===== src/rtl/multicycle_pc_sequencer.sv =====
// Stage sequencer, program counter and branch comparator for the multicycle RISC-V core.
// Optional `PERF_COUNTERS_EN adds cycle_cnt/instret_cnt outputs.
module multicycle_pc_sequencer #(
  parameter int              XLEN     = 32,
  parameter logic [XLEN-1:0] RESET_PC = '0,
  parameter int              PC_STEP  = 4
) (
  input  logic            clk,
  input  logic            rst,
  input  logic            fetch_ack,
  input  logic            mem_ack,
  input  logic            is_branch,
  input  logic            is_jump,
  input  logic            is_mem,
  input  logic            halt,
  input  logic [2:0]      funct3,
  input  logic [XLEN-1:0] rs1_val,
  input  logic [XLEN-1:0] rs2_val,
  input  logic [XLEN-1:0] target,
  output logic [XLEN-1:0] pc,
  output logic [2:0]      stage,
  output logic            fetch_req,
  output logic            mem_req,
  output logic            wb_en,
  output logic            br_eq,
  output logic            br_lt,
  output logic            br_taken
`ifdef PERF_COUNTERS_EN
  ,
  output logic [63:0]     cycle_cnt,
  output logic [63:0]     instret_cnt
`endif
);

  localparam logic [2:0] FETCH  = 3'd0;
  localparam logic [2:0] DECODE = 3'd1;
  localparam logic [2:0] EXEC   = 3'd2;
  localparam logic [2:0] MEM    = 3'd3;
  localparam logic [2:0] WB     = 3'd4;
  localparam logic [2:0] HALT   = 3'd5;

  localparam logic [XLEN-1:0] STEP     = XLEN'(PC_STEP);
  localparam logic [XLEN-1:0] LSB_MASK = ~XLEN'(1);

  logic [2:0]      state_reg, state_next;
  logic [XLEN-1:0] pc_reg, pc_next;
  logic            mem_op_reg;
  logic            br_eq_reg, br_lt_reg, br_taken_reg;

  logic cmp_eq, cmp_lt_s, cmp_lt_u, cmp_lt, taken_next;

  assign cmp_eq   = (rs1_val == rs2_val);
  assign cmp_lt_s = ($signed(rs1_val) < $signed(rs2_val));
  assign cmp_lt_u = (rs1_val < rs2_val);
  // funct3[1] distinguishes BLTU/BGEU from BLT/BGE
  assign cmp_lt   = funct3[1] ? cmp_lt_u : cmp_lt_s;

  always_comb begin
    taken_next = 1'b0;
    if (is_jump) begin
      taken_next = 1'b1;
    end else if (is_branch) begin
      case (funct3)
        3'b000:          taken_next = cmp_eq;
        3'b001:          taken_next = !cmp_eq;
        3'b100, 3'b110:  taken_next = cmp_lt;
        3'b101, 3'b111:  taken_next = !cmp_lt;
        default:         taken_next = 1'b0;
      endcase
    end
  end

  always_comb begin
    state_next = state_reg;
    case (state_reg)
      FETCH:   if (fetch_ack) state_next = DECODE;
      DECODE:  state_next = EXEC;
      EXEC:    state_next = MEM;
      MEM:     if (!mem_op_reg || mem_ack) state_next = WB;
      WB:      state_next = halt ? HALT : FETCH;
      HALT:    state_next = HALT;
      default: state_next = FETCH;
    endcase
  end

  always_comb begin
    pc_next = pc_reg;
    if (state_reg == WB) begin
      pc_next = br_taken_reg ? (target & LSB_MASK) : (pc_reg + STEP);
    end
  end

  always_ff @(posedge clk) begin
    if (!rst) begin
      state_reg    <= FETCH;
      pc_reg       <= RESET_PC;
      mem_op_reg   <= 1'b0;
      br_eq_reg    <= 1'b0;
      br_lt_reg    <= 1'b0;
      br_taken_reg <= 1'b0;
    end else begin
      state_reg <= state_next;
      pc_reg    <= pc_next;
      // Decode inputs are captured once so MEM/WB do not depend on them later
      if (state_reg == EXEC) begin
        mem_op_reg   <= is_mem;
        br_eq_reg    <= cmp_eq;
        br_lt_reg    <= cmp_lt;
        br_taken_reg <= taken_next;
      end
    end
  end

  assign pc        = pc_reg;
  assign stage     = state_reg;
  assign fetch_req = (state_reg == FETCH);
  assign mem_req   = (state_reg == MEM) && mem_op_reg;
  assign wb_en     = (state_reg == WB);
  assign br_eq     = br_eq_reg;
  assign br_lt     = br_lt_reg;
  assign br_taken  = br_taken_reg;

`ifdef PERF_COUNTERS_EN
  logic [63:0] cycle_cnt_reg, instret_cnt_reg;

  always_ff @(posedge clk) begin
    if (!rst) begin
      cycle_cnt_reg   <= '0;
      instret_cnt_reg <= '0;
    end else begin
      if (state_reg != HALT) cycle_cnt_reg <= cycle_cnt_reg + 64'd1;
      if (state_reg == WB)   instret_cnt_reg <= instret_cnt_reg + 64'd1;
    end
  end

  assign cycle_cnt   = cycle_cnt_reg;
  assign instret_cnt = instret_cnt_reg;
`endif

endmodule

===== config.mk =====
export PLATFORM = sky130hd
export DESIGN_NAME = multicycle_pc_sequencer
export DESIGN_NICKNAME = d
export VERILOG_FILES = /design/src/rtl/multicycle_pc_sequencer.sv
export SDC_FILE = /design/constraint.sdc
export NUM_CORES = 1
export LEC_CHECK = 0
export CORE_ASPECT_RATIO = 0.7
export CORE_UTILIZATION = 42
export DETAILED_ROUTE_END_ITERATION = 16
export PLACE_DENSITY = 0.92
export SLEW_MARGIN = 20
export SYNTH_ARGS = -nofsm -noshare
export SYNTH_HDL_FRONTEND = slang
export SYNTH_SLANG_ARGS = --single-unit

===== constraint.sdc =====
create_clock -name clk -period 2.7 [get_ports clk]
set_input_delay 0.675 -clock clk [delete_from_list [all_inputs] [get_ports clk]]
set_output_delay 0.675 -clock clk [all_outputs]
set_load 0.02 [all_outputs]

Word-level counts from Yosys, hierarchy flattened
Cells that the tools add are included.
{"block": "word_totals", "register_bits": 39, "inputBits": 107, "output_inout_bits": 41, "elab_cells": 41}
{"block": "op_classes", "add_sub_neg": 1, "order_cmp": 2, "n_eq_ne": 13, "muxes": 9, "reduce_logical": 10}
{"operator": "< comparator 32 bit", "n": 2}
{"operator": "adder 32 x 3 -> 32 bit, second input constant", "n": 1}
{"operator": "equality test 32 bit", "n": 1}
{"operator": "2-to-1 mux 32 bit", "n": 1}
{"operator": "equality test 3 bit, second input constant", "n": 6}
{"operator": "one-hot mux 3 bit (6 select lines)", "n": 1}
{"operator": "2-to-1 mux 3 bit", "n": 3}
{"operator": "equality test 3 x 1 -> 1 bit, second input constant", "n": 2}
{"operator": "equality test 3 x 2 -> 1 bit, second input constant", "n": 2}
{"operator": "logical NOT 3 bit", "n": 2}
{"operator": "!= test 2 bit, second input constant", "n": 2}
{"operator": "one-hot mux 1 bit (4 select lines)", "n": 1}
{"operator": "OR reduction 2 bit", "n": 2}
{"operator": "logical NOT 1 bit", "n": 3}
{"operator": "2-to-1 mux 1 bit", "n": 3}
{"operator": "AND reduction 2 bit", "n": 1}
{"operator": "logical AND 1 bit", "n": 1}
{"operator": "logical OR 1 bit", "n": 1}

Longest topological paths before layout
Gate-level depths: netlist of the first run.
{"block": "depth", "ltp_word": 6, "ltp_mapped": 9, "depth_no_buf": 9}

Worst setup path before layout of the first run
OpenSTA, ideal clock, no wires.
{"block": "synth_path", "path_type": "input-to-reg", "startpoint": "input rs2_val[1]", "endpoint": "register br_taken_reg, in the netlist br_taken", "setup_time_ns": 0.142, "arrival_time_ns": 2.281, "required_ns": 2.558, "path_slack_ns": 0.277, "cell_stages": 9, "n_path_buf": 0, "path_cell_list": "inv_1 ha_1 nor2b_1 o211ai_1 a21boi_0 o41a_1 a41o_1 o31ai_1 a221oi_1"}
{"block": "synth_between", "elab_chain_cells": 6, "word_cells_on_any_way": 9, "classes_between": "2 x order compare; 1 x eq/ne; 4 x mux; 2 x reduce/logical"}
{"item": "start: declaration", "line_no": "18", "text": "input logic [XLEN-1:0] rs2_val,"}
{"item": "< comparator 32 bit, on equally long branches", "line_no": "53, 54"}
{"item": "2-to-1 mux 1 bit", "line_no": "56", "text": "assign cmp_lt = funct3[1] ? cmp_lt_u : cmp_lt_s;"}
{"item": "logical NOT 1 bit", "line_no": "67", "text": "3'b101, 3'b111: taken_next = !cmp_lt;"}
{"item": "one-hot mux 1 bit (4 select lines) (*)", "line_no": "63", "text": "case (funct3)"}
{"item": "2-to-1 mux 1 bit (*)", "line_no": "62", "text": "end else if (is_branch) begin"}
{"item": "2-to-1 mux 1 bit (*)", "line_no": "60", "text": "if (is_jump) begin"}
{"item": "end signal: assignment", "line_no": "109", "text": "br_taken_reg <= taken_next;"}
{"item": "end: declaration", "line_no": "48", "text": "logic br_eq_reg, br_lt_reg, br_taken_reg;"}
Mark *: on every way between the ends. The rest lies on a longest branch, timed or not.
A chain may end at the register's enable or synchronous reset.

Final worst setup path of the first run
{"block": "layout_path", "startpoint": "input rs2_val[0]", "endpoint": "register br_taken_reg, in the netlist br_taken"}
The elaborated chain is that of the path after synthesis.

==> results of run 1 <==
## power groups by stage
stage	clock network (uW)	registers, uW	logic, uW
finish	490	592	553
global route	516	595	600
CTS	488	592	506
detailed placement	0	605	495
global placement	0	603	474
floorplan	0	619	217
## critical path, stage by stage
cell and delay [ns]:
clkdlybuf4s50_1 0.46, ha_2 0.19, nor2b_4 0.04, o211ai_1 0.23, a21boi_2 0.09, o41a_1 0.50, a41o_1 0.27, o31ai_2 0.30
a221oi_2 0.08
## cells in the final DEF (no fill, tap or decap), types with 5 or more instances in the layout
| cell type | synthesis | routed |
|---|---|---|
| nand4_1 | 15 | 15 |
| inv_2 | 0 | 9 |
| inv_1 | 36 | 27 |
| a22oi_1 | 9 | 8 |
| ha_1 | 33 | 20 |
| a211oi_1 | 6 | 6 |
| clkbuf_8 | 0 | 5 |
| dlymetal6s2s_1 | 0 | 26 |
| nand2_1 | 30 | 30 |
| or3_1 | 6 | 6 |
| ha_4 | 0 | 12 |
| o21ai_0 | 27 | 26 |
| nand3_1 | 17 | 16 |
| buf_4 | 1 | 22 |
| a21oi_1 | 48 | 46 |
| nor3_1 | 10 | 9 |
| clkdlybuf4s50_1 | 0 | 118 |
| dfxtp_1 | 38 | 38 |
| nor2_1 | 55 | 55 |
| mux2i_1 | 7 | 7 |
## worst min-delay path by stage
| stage | startpoint | end | slack, ns | cells after the start |
|---|---|---|---|---|
| 2_1_floorplan | mem_op_reg | mem_op_reg | 0.43 | 2 |
| 3_3_place_gp | pc[1] | pc[1] | 0.45 | 2 |
| 3_5_place_dp | pc[1] | pc[1] | 0.47 | 2 |
| 4_1_cts | pc[1] | pc[1] | 0.48 | 2 |
| 5_1_grt | pc[1] | pc[1] | 0.49 | 2 |
| 6_report | pc[1] | pc[1] | 0.48 | 2 |
## metrics by stage
stage          worst slack (ns)  TNS [ns]  std cells  utilization
4_1_cts                 0.01741         0        673       0.7041
3_5_place_dp            -0.3910   -0.6367        665       0.6833
3_3_place_gp            -0.3440   -0.5030        665       0.6833
5_1_grt                 -0.1023   -0.1812        675       0.7432
6_report                0.01203         0        675       0.7432
2_1_floorplan            0.2768         0        428            -
## final cells by class
class | instances | area [sq um]
tap | 94 | 117.6
inverter | 38 | 142.6
timing repair buffer | 168 | 1700
clock inverter | 3 | 40.04
sequential | 38 | 760.7
fill | 485 | 1775
multi-input combinational | 329 | 2307
clock buffer | 5 | 68.82
## logic make-up (layout without fill, tap and decap cells)
logic type               count (synthesis)  in the layout  share of synthesized area
multiplexers                             7              7                    0.02278
buffers and inverters                   61            214                    0.07608
flip-flops                              38             38                     0.2474
AO/OA/AOI/OAI                          126            126                     0.2543
adder cells (fa/ha/maj)                 33             33                     0.1343
XOR/XNOR                                 4              4                    0.01139
AND/OR/NAND/NOR                        158            158                     0.2526
other                                    1              1                   0.001219
## routing by layer
| layer | wire [um] | GRT usage | vias up | share of wire |
|---|---|---|---|---|
| met5 | 0 | 0 | - | 0 |
| met4 | 282 | 0.08095 | 0 | 0.025 |
| met3 | 861 | 0.04880 | 28 | 0.076 |
| met2 | 5549 | 0.4746 | 184 | 0.49 |
| met1 | 4651 | 0.3344 | 1854 | 0.41 |
| li1 | - | - | 1866 | - |
## repair_timing
item	CTS	global route
pin swaps	8	21
setup endpoints to repair	1	3
gates resized for setup	7	58
setup buffers	0	2
==> metrics.txt, run 1 <==
io pins ~150; Max Cap Violations 0; layout cells sized above 1 0.1256; Setup CP Type in2reg; row count 25; dominant cell by count in the synthesized netlist nor2_1; Worst Setup End Kind flip-flop; max reg flops 31; hold_buf cts 0; Avg WL per Cell 16.81 um; Synth Cell Area around 3100 sq um; Worst Setup Start Kind input port; Final Cell Area between 5000 and 6000 sq um; Cells after Synth approximately 430; largest net degree at the start of global routing 46; hold_ws roughly 0.48 ns; CP max FO 3; Avg Cell Area, Syn 7.186 sq um; ratio of final minimum period to clock period 0.9955; Worst R2R Start pc[13]; DIE WIDTH 104.3 um; Achievable Freq 372.0 MHz; Async S/R FF share, synth 0; Yosys warning total 0; ys flop type dfxtp_1; GR Overflow Total 0; Post-synth EDFFs 0; Worst Setup EP br_taken; #FFs+latches synth 38; clock buffer depth 2; CP arrival 2.84 ns; clock root cell clkbuf_8; Die ar. around 7700 sq um; CTS Buf Count 5; Synth top area share 0.2474; # DRC 0; Sw Share 0.3019; Final setup viols 0; Leak Pwr 0.002186 uW; area of the core 6913 sq um; DR iter-0 viols 251; antenna-violating nets left 0; gr usage total 0.2677; 1st-pass router iterations 5; Worst R2R Setup Slack 0.17 ns; port buffer count 145; placed inst area 4723 sq um; clk_skew 0.008618 ns; Worst VDD drop 211.9 uV; Critical Path Start rs2_val[0]; Pwr Density 318.3 nW/um^2; Final Slew Violations 0; total design power between 1500 and 2000 uW; Detailed Place HPWL ~8000 um; starting density of the core 0.4449; Logic pwr share 0.338; vias in the first global route 3,484; Internal Power 1141 uW; Worst-path clk slew 0.08 ns; vias per cell 5.825; synth cell count leaders nor2_1 (55), a21oi_1 (48), dfxtp_1 (38), inv_1 (36), ha_1 (33); first-pass GRT wire length 16,400 um; RR Endpoint pc[25]; Max H-tree Level 2; # diodes 0; Area growth syn-to-layout 67.05%; post-synth top area cell dfxtp_1; fin crit period roughly 2.7 ns; relative slew slack 0.4723; final hold vios 0; final wirelength 11,340 um; Final nets 720; Seq/Total Area, Yosys 0.2474; clock sinks 38; clock power share 0.299; initial antenna violation count 0; Hold Path Class reg2reg; Die H 73.60 um; Critical Path RT ~2.9 ns; Slew @ Worst Pin 0.7866 ns; Reg power frac 0.362; CTS tree built; dominant cells by area after synthesis dfxtp_1 (25%), ha_1 (13%), a21oi_1 (7.8%); synth unique cells 54; Worst Reg2Reg Path Length in Cells 7; syn nets 568; clk_lat worst skew 0.30 ns; via count 3,932; Psw 493.6 uW; status completed; global placement routability congestion 0.8946
No activity file was read; power rests on OpenSTA's default activity.
==> run 2: changes to the inputs <==
--- a/config.mk
+++ b/config.mk
@@ -5,10 +5,10 @@
 export SDC_FILE = /design/constraint.sdc
 export NUM_CORES = 1
 export LEC_CHECK = 0
-export CORE_ASPECT_RATIO = 0.7
-export CORE_UTILIZATION = 42
+export CORE_ASPECT_RATIO = 1.4
+export CORE_UTILIZATION = 45
 export DETAILED_ROUTE_END_ITERATION = 16
-export PLACE_DENSITY = 0.92
+export PLACE_DENSITY = 0.95
 export SLEW_MARGIN = 20
 export SYNTH_ARGS = -nofsm -noshare
 export SYNTH_HDL_FRONTEND = slang
==> constraint.sdc (replaced) <==
create_clock -name clk -period 3.15 [get_ports clk]
set_input_delay 0.7875 -clock clk [delete_from_list [all_inputs] [get_ports clk]]
set_output_delay 0.7875 -clock clk [all_outputs]
set_load 0.02 [all_outputs]
==> metrics.txt, run 2 (synthesis gave the netlist of run 1 again) <==
status completed; CTS Buf Count 5; relative slew slack 0.6150; Hold Path Origin mem_op_reg; Stages on worst setup path 11; Final WS setup 0.2583 ns; row count 35; layout cells sized above 1 0.05254; first-pass GRT wire length 15,280 um; CP max stage cell clkdlybuf4s50_1; sequential standard cell area roughly 760 sq um; initial antenna violation count 0; Final Slew Violations 0; Hold Path Class reg2reg; port buffer count 145; via count 3,809; Worst R2R Start pc[9]; total placed cells including tap cells 655; Critical Path, Cell by Cell clkdlybuf4s50_1, inv_1, ha_1, nand4_1, nor4_2, buf_4, nand3_1, xor2_1, o32ai_1, o31ai_1, a221oi_1; area of the core 6613 sq um; Detailed Place HPWL around 7500 um; Avg WL per Cell 14.50 um; RR Endpoint pc[25]; CTS tree built; # DRC 0; global placement routability congestion 0.8508; clk_skew 0.006669 ns; starting density of the core 0.4651; buffers and inverters on the worst path 3; fin crit period 2.892 ns; fillcell total 502; DIE WIDTH 71.87 um; # diodes 0; Worst Setup End Kind flip-flop; Max H-tree Level 2; Hold EP mem_op_reg; Die ar. 7174 sq um; CP top delay family simple AND/OR/NAND/NOR gates; Total Negative Setup Slacks 0 ns; Area growth syn-to-layout 54.43%; DR iter-0 viols between 150 and 200; vias in the first global route ~3,600; clk_lat worst skew 0.29 ns; Final Cell Area 4750 sq um; Achievable Freq 345.8 MHz; Max Cap Violations 0; clock root cell clkbuf_8; RSZ-0062 raised after global routing false; CP max FO 3; Setup WS pre-CTS -0.1203 ns; multi-input logic area 2087 sq um; antenna-violating nets left 0; Die H ~100 um; io pins roughly 150; Final setup viols 0; Worst Setup Start Kind input port; Slowest Stage Delay on Critical Path roughly 0.45 ns; Post-Layout Cell Count about 660; placed inst area 4648 sq um; Final nets a little over 700; vias per cell 5.745; Worst VDD drop 167.1 uV; largest net degree at the start of global routing 47; clock sinks 38; GR Overflow Total 0; clock buffer depth 2; Critical Path RT between 3 and 4 ns; ratio of final minimum period to clock period 0.9180; CP arrival 3.05 ns; Post-CTS Setup Bufs 0; Worst Reg2Reg Path Length in Cells 7; gr usage total 0.2616; Hold Path Stages 2; most frequent cells in the layout clkdlybuf4s50_1 (145), nor2_1 (55), a21oi_1 (48); final wirelength between 9000 and 10,000 um; max reg flops 31; 1st-pass router iterations 6; Worst-path clk slew 0.07 ns; Worst R2R Setup Slack 0.61 ns; Pwr Density 270.5 nW/um^2; Slew @ Worst Pin 0.5731 ns; most common cell after layout, fill and taps aside clkdlybuf4s50_1; final hold vios 0; Leak Pwr 0.001880 uW; Setup CP Type in2reg
-- run 2: changes by cell type in the layout (fill, tap and decap cells not counted), sizes merged --
cell           delta
buf              -10
dlygate4sd2       -1
dlymetal6s2s     -26
clkdlybuf4s50    +27
clkinvlp          +1
clkinv            -1
bufinv            -1
clkbuf            +1
-- run 2: where the power goes --
group / leakage [uW] / switching, uW / internal [uW]
sequential: 0.000307 / 20.8 / 493
combinational: 0.00153 / 186 / 229
clock: 0.0000472 / 179 / 176
total: 0.00188 / 386 / 898
-- run 2: worst register-to-register path: stages, from the launching register on --
cell and delay [ns]:
dfxtp_1 0.50, nand4_2 0.20, or3_4 0.44, or3_1 0.54
or4_1 0.45, a21oi_1 0.16, a221oi_1 0.07, nor2_1 0.12
-- run 2: per-stage QoR --
| step | utilization | power, uW | hold WS [ns] |
|---|---|---|---|
| 6_report | 0.7183 | 1285 | 0.4784 |
| 5_1_grt | 0.7183 | 1356 | 0.4977 |
| 4_1_cts | 0.7173 | 1289 | 0.4745 |
| 3_5_place_dp | 0.7029 | 935.6 | 0.4634 |
| 3_3_place_gp | 0.7029 | 917.2 | 0.4462 |
| 2_1_floorplan | - | 716.7 | 0.4324 |
-- run 2: worst max path at each step --
stage                           to        start  slack (ns)
final                     br_taken  rs2_val[30]        0.26
after global routing      br_taken  rs2_val[30]        0.03
after CTS                 br_taken  rs2_val[30]        0.20
after detailed placement  br_taken  rs2_val[30]       -0.12
after global placement    br_taken  rs2_val[14]       -0.02
after floorplan           br_taken   rs2_val[1]        0.61
-- run 2: repair_timing --
action / CTS / global route
hold buffers: 0 / 0
resized for setup: 0 / 1
endpoints found under the setup margin: 0 / 1
-- run 2: final cells by class --
| cell class | instances | area share |
|---|---|---|
| Multi-Input combinational cell | 329 | 0.4394 |
| Clock buffer | 6 | 0.01739 |
| Tap cell | 92 | 0.02424 |
| Clock inverter | 2 | 0.002634 |
| Inverter | 38 | 0.03003 |
| Timing Repair Buffer | 158 | 0.3261 |
| Sequential cell | 38 | 0.1602 |
-- run 2: routing by layer --
layer / wire length [um] / GRT usage / part of all wire / up-vias
li1: - / - / - / 1835
met1: 3516 / 0.2744 / 0.37 / 1744
met2: 5053 / 0.4978 / 0.53 / 202
met3: 811 / 0.06225 / 0.084 / 28
met4: 232 / 0.09201 / 0.024 / 0
met5: 0 / 0 / 0 / -
==> run 3: changes to the inputs <==
--- a/config.mk
+++ b/config.mk
@@ -8,6 +8,7 @@
 export CORE_ASPECT_RATIO = 1.4
 export CORE_UTILIZATION = 45
 export DETAILED_ROUTE_END_ITERATION = 16
+export MAX_ROUTING_LAYER = met4
 export PLACE_DENSITY = 0.95
 export SLEW_MARGIN = 20
 export SYNTH_ARGS = -nofsm -noshare
==> metrics.txt, run 3 (synthesis gave the netlist of run 1 again) <==
Slew @ Worst Pin 0.6198 ns; CP top delay family compound AO/OA/AOI/OAI gates; vias per cell roughly 5.6; Final Util 0.7192; status completed; ratio of final minimum period to clock period 0.9236; RSZ-0062 raised after global routing false; most frequent cells in the layout clkdlybuf4s50_1 (145), nor2_1 (55), a21oi_1 (48); Leak Pwr 0.001883 uW; Slowest Stage Delay on Critical Path roughly 0.48 ns; Area growth syn-to-layout 54.64%; Setup CP Type in2reg; Avg WL per Cell ~14 um; Worst R2R Start pc[2]; layout cells sized above 1 0.05429; area of the core between 6000 and 7000 sq um; Detailed Place HPWL ~7400 um; Final WS setup between 0.2 and 0.25 ns; Worst-path clk slew 0.07 ns; Final nets 710; Worst Setup End Kind flip-flop; total design power approximately 1300 uW; Sw Share 0.2982; Final setup viols 0; DR iter-0 viols 260; relative slew slack 0.5836; clk_lat worst skew between 0.2 and 0.3 ns; max reg flops 31; initial antenna violation count 0; Worst VDD drop between 150 and 200 uV; row count 35; gr usage total 0.2738; Critical Path Start rs2_val[27]; antenna-violating nets left 0; Max H-tree Level 2; global placement routability congestion 0.8652; CTS Buf Count 5; largest net degree at the start of global routing 47; GR Overflow Total 0; Die ar. 7174 sq um; Setup WS pre-CTS -0.06891 ns; Logic pwr share 0.326; port buffer count 145; CP arrival 3.10 ns; io pins 148; Psw 382.0 uW; Pwr Density 269.4 nW/um^2; Internal Power 899.0 uW; Worst Setup Start Kind input port; CP max stage cell clkdlybuf4s50_1; placed inst area roughly 4600 sq um; via count about 3,700; clock buffer depth 2; most common cell after layout, fill and taps aside clkdlybuf4s50_1; Achievable Freq 343.7 MHz; vias in the first global route 3,589; # DRC 0; Final Cell Area 4756 sq um; buffers and inverters on the worst path 3; Hold Path Origin pc[1]; Critical Path RT 3.34 ns; Reg power frac 0.401; final hold vios 0; Hold Path Class reg2reg; DIE WIDTH 71.87 um; 1st-pass router iterations 5; starting density of the core 0.4651; clock sinks 38; Final Slew Violations 0; # diodes 0; clock power share 0.274; fin crit period between 2 and 3 ns; clk_skew 0.006572 ns; CTS tree built; CP max FO 3; final wirelength 9513 um; first-pass GRT wire length 15,490 um; Critical Path, Cell by Cell clkdlybuf4s50_1, inv_1, ha_1, nand4_1, nor4_2, buf_4, o41a_1, a41o_1, o31ai_1, a221oi_1; clock root cell clkbuf_8; Die H 99.82 um; Max Cap Violations 0
-- run 3: cell count changes in the layout (fill, tap and decap cells not counted) --
| cell | before | now |
|---|---|---|
| a221oi_2 | 0 | 1 |
| a221oi_1 | 5 | 4 |
-- run 3: timing repair --
action                     CTS  global route
gates resized for setup      0             2
hold buffers                 0             0
buffers inserted             0             0
setup endpoints to repair    0             1
-- run 3: power by group through the flow --
stage / Combinational [uW] / Clock, uW / Sequential [uW]
after CTS: 413 / 357 / 513
after global placement: 395 / 0 / 524
final: 417 / 351 / 513
after detailed placement: 410 / 0 / 525
after floorplan: 186 / 0 / 531
after global routing: 457 / 378 / 516
-- run 3: per-layer routing --
layer | share of wire | track usage | vias up | routed length, um
met2 | 0.54 | 0.5290 | 183 | 5139
li1 | - | - | 1834 | -
met4 | 0.0089 | 0.06637 | 0 | 85
met5 | 0 | - | - | 0
met1 | 0.38 | 0.2803 | 1698 | 3576
met3 | 0.075 | 0.04819 | 12 | 711
-- run 3: worst min-delay path, delay by kind of cell, from the launching register on --
| family | cells | cell delay, ns |
|---|---|---|
| AO/OA/AOI/OAI | 1 | 0.06 |
| AND/OR/NAND/NOR | 1 | 0.05 |
| flip-flops | 1 | 0.31 |
-- run 3: layout make-up --
type,instances,area [sq um]
multi-input cells,329,2093
fillers,489,1857
repair buffers,158,1549
flip-flops and latches,38,760.7
inverters,38,142.6
well taps,92,115.1
clock buffers,6,82.58
clock inverters,2,12.51
-- run 3: through the flow --
stage	TNS (ns)	hold WS [ns]	instances
6_report	0	0.4706	663
3_3_place_gp	-0.01267	0.4463	655
4_1_cts	0	0.4753	663
2_1_floorplan	0	0.4324	428
3_5_place_dp	-0.06891	0.4651	655
5_1_grt	0	0.4912	663
-- run 3: path summary, 6_finish.rpt --
path,to,slack (ns),depth (start not counted)
max,br_taken,0.24,10
min,pc[1],0.47,2
max reg2reg,pc[26],0.60,8
min reg2reg,pc[1],0.47,2
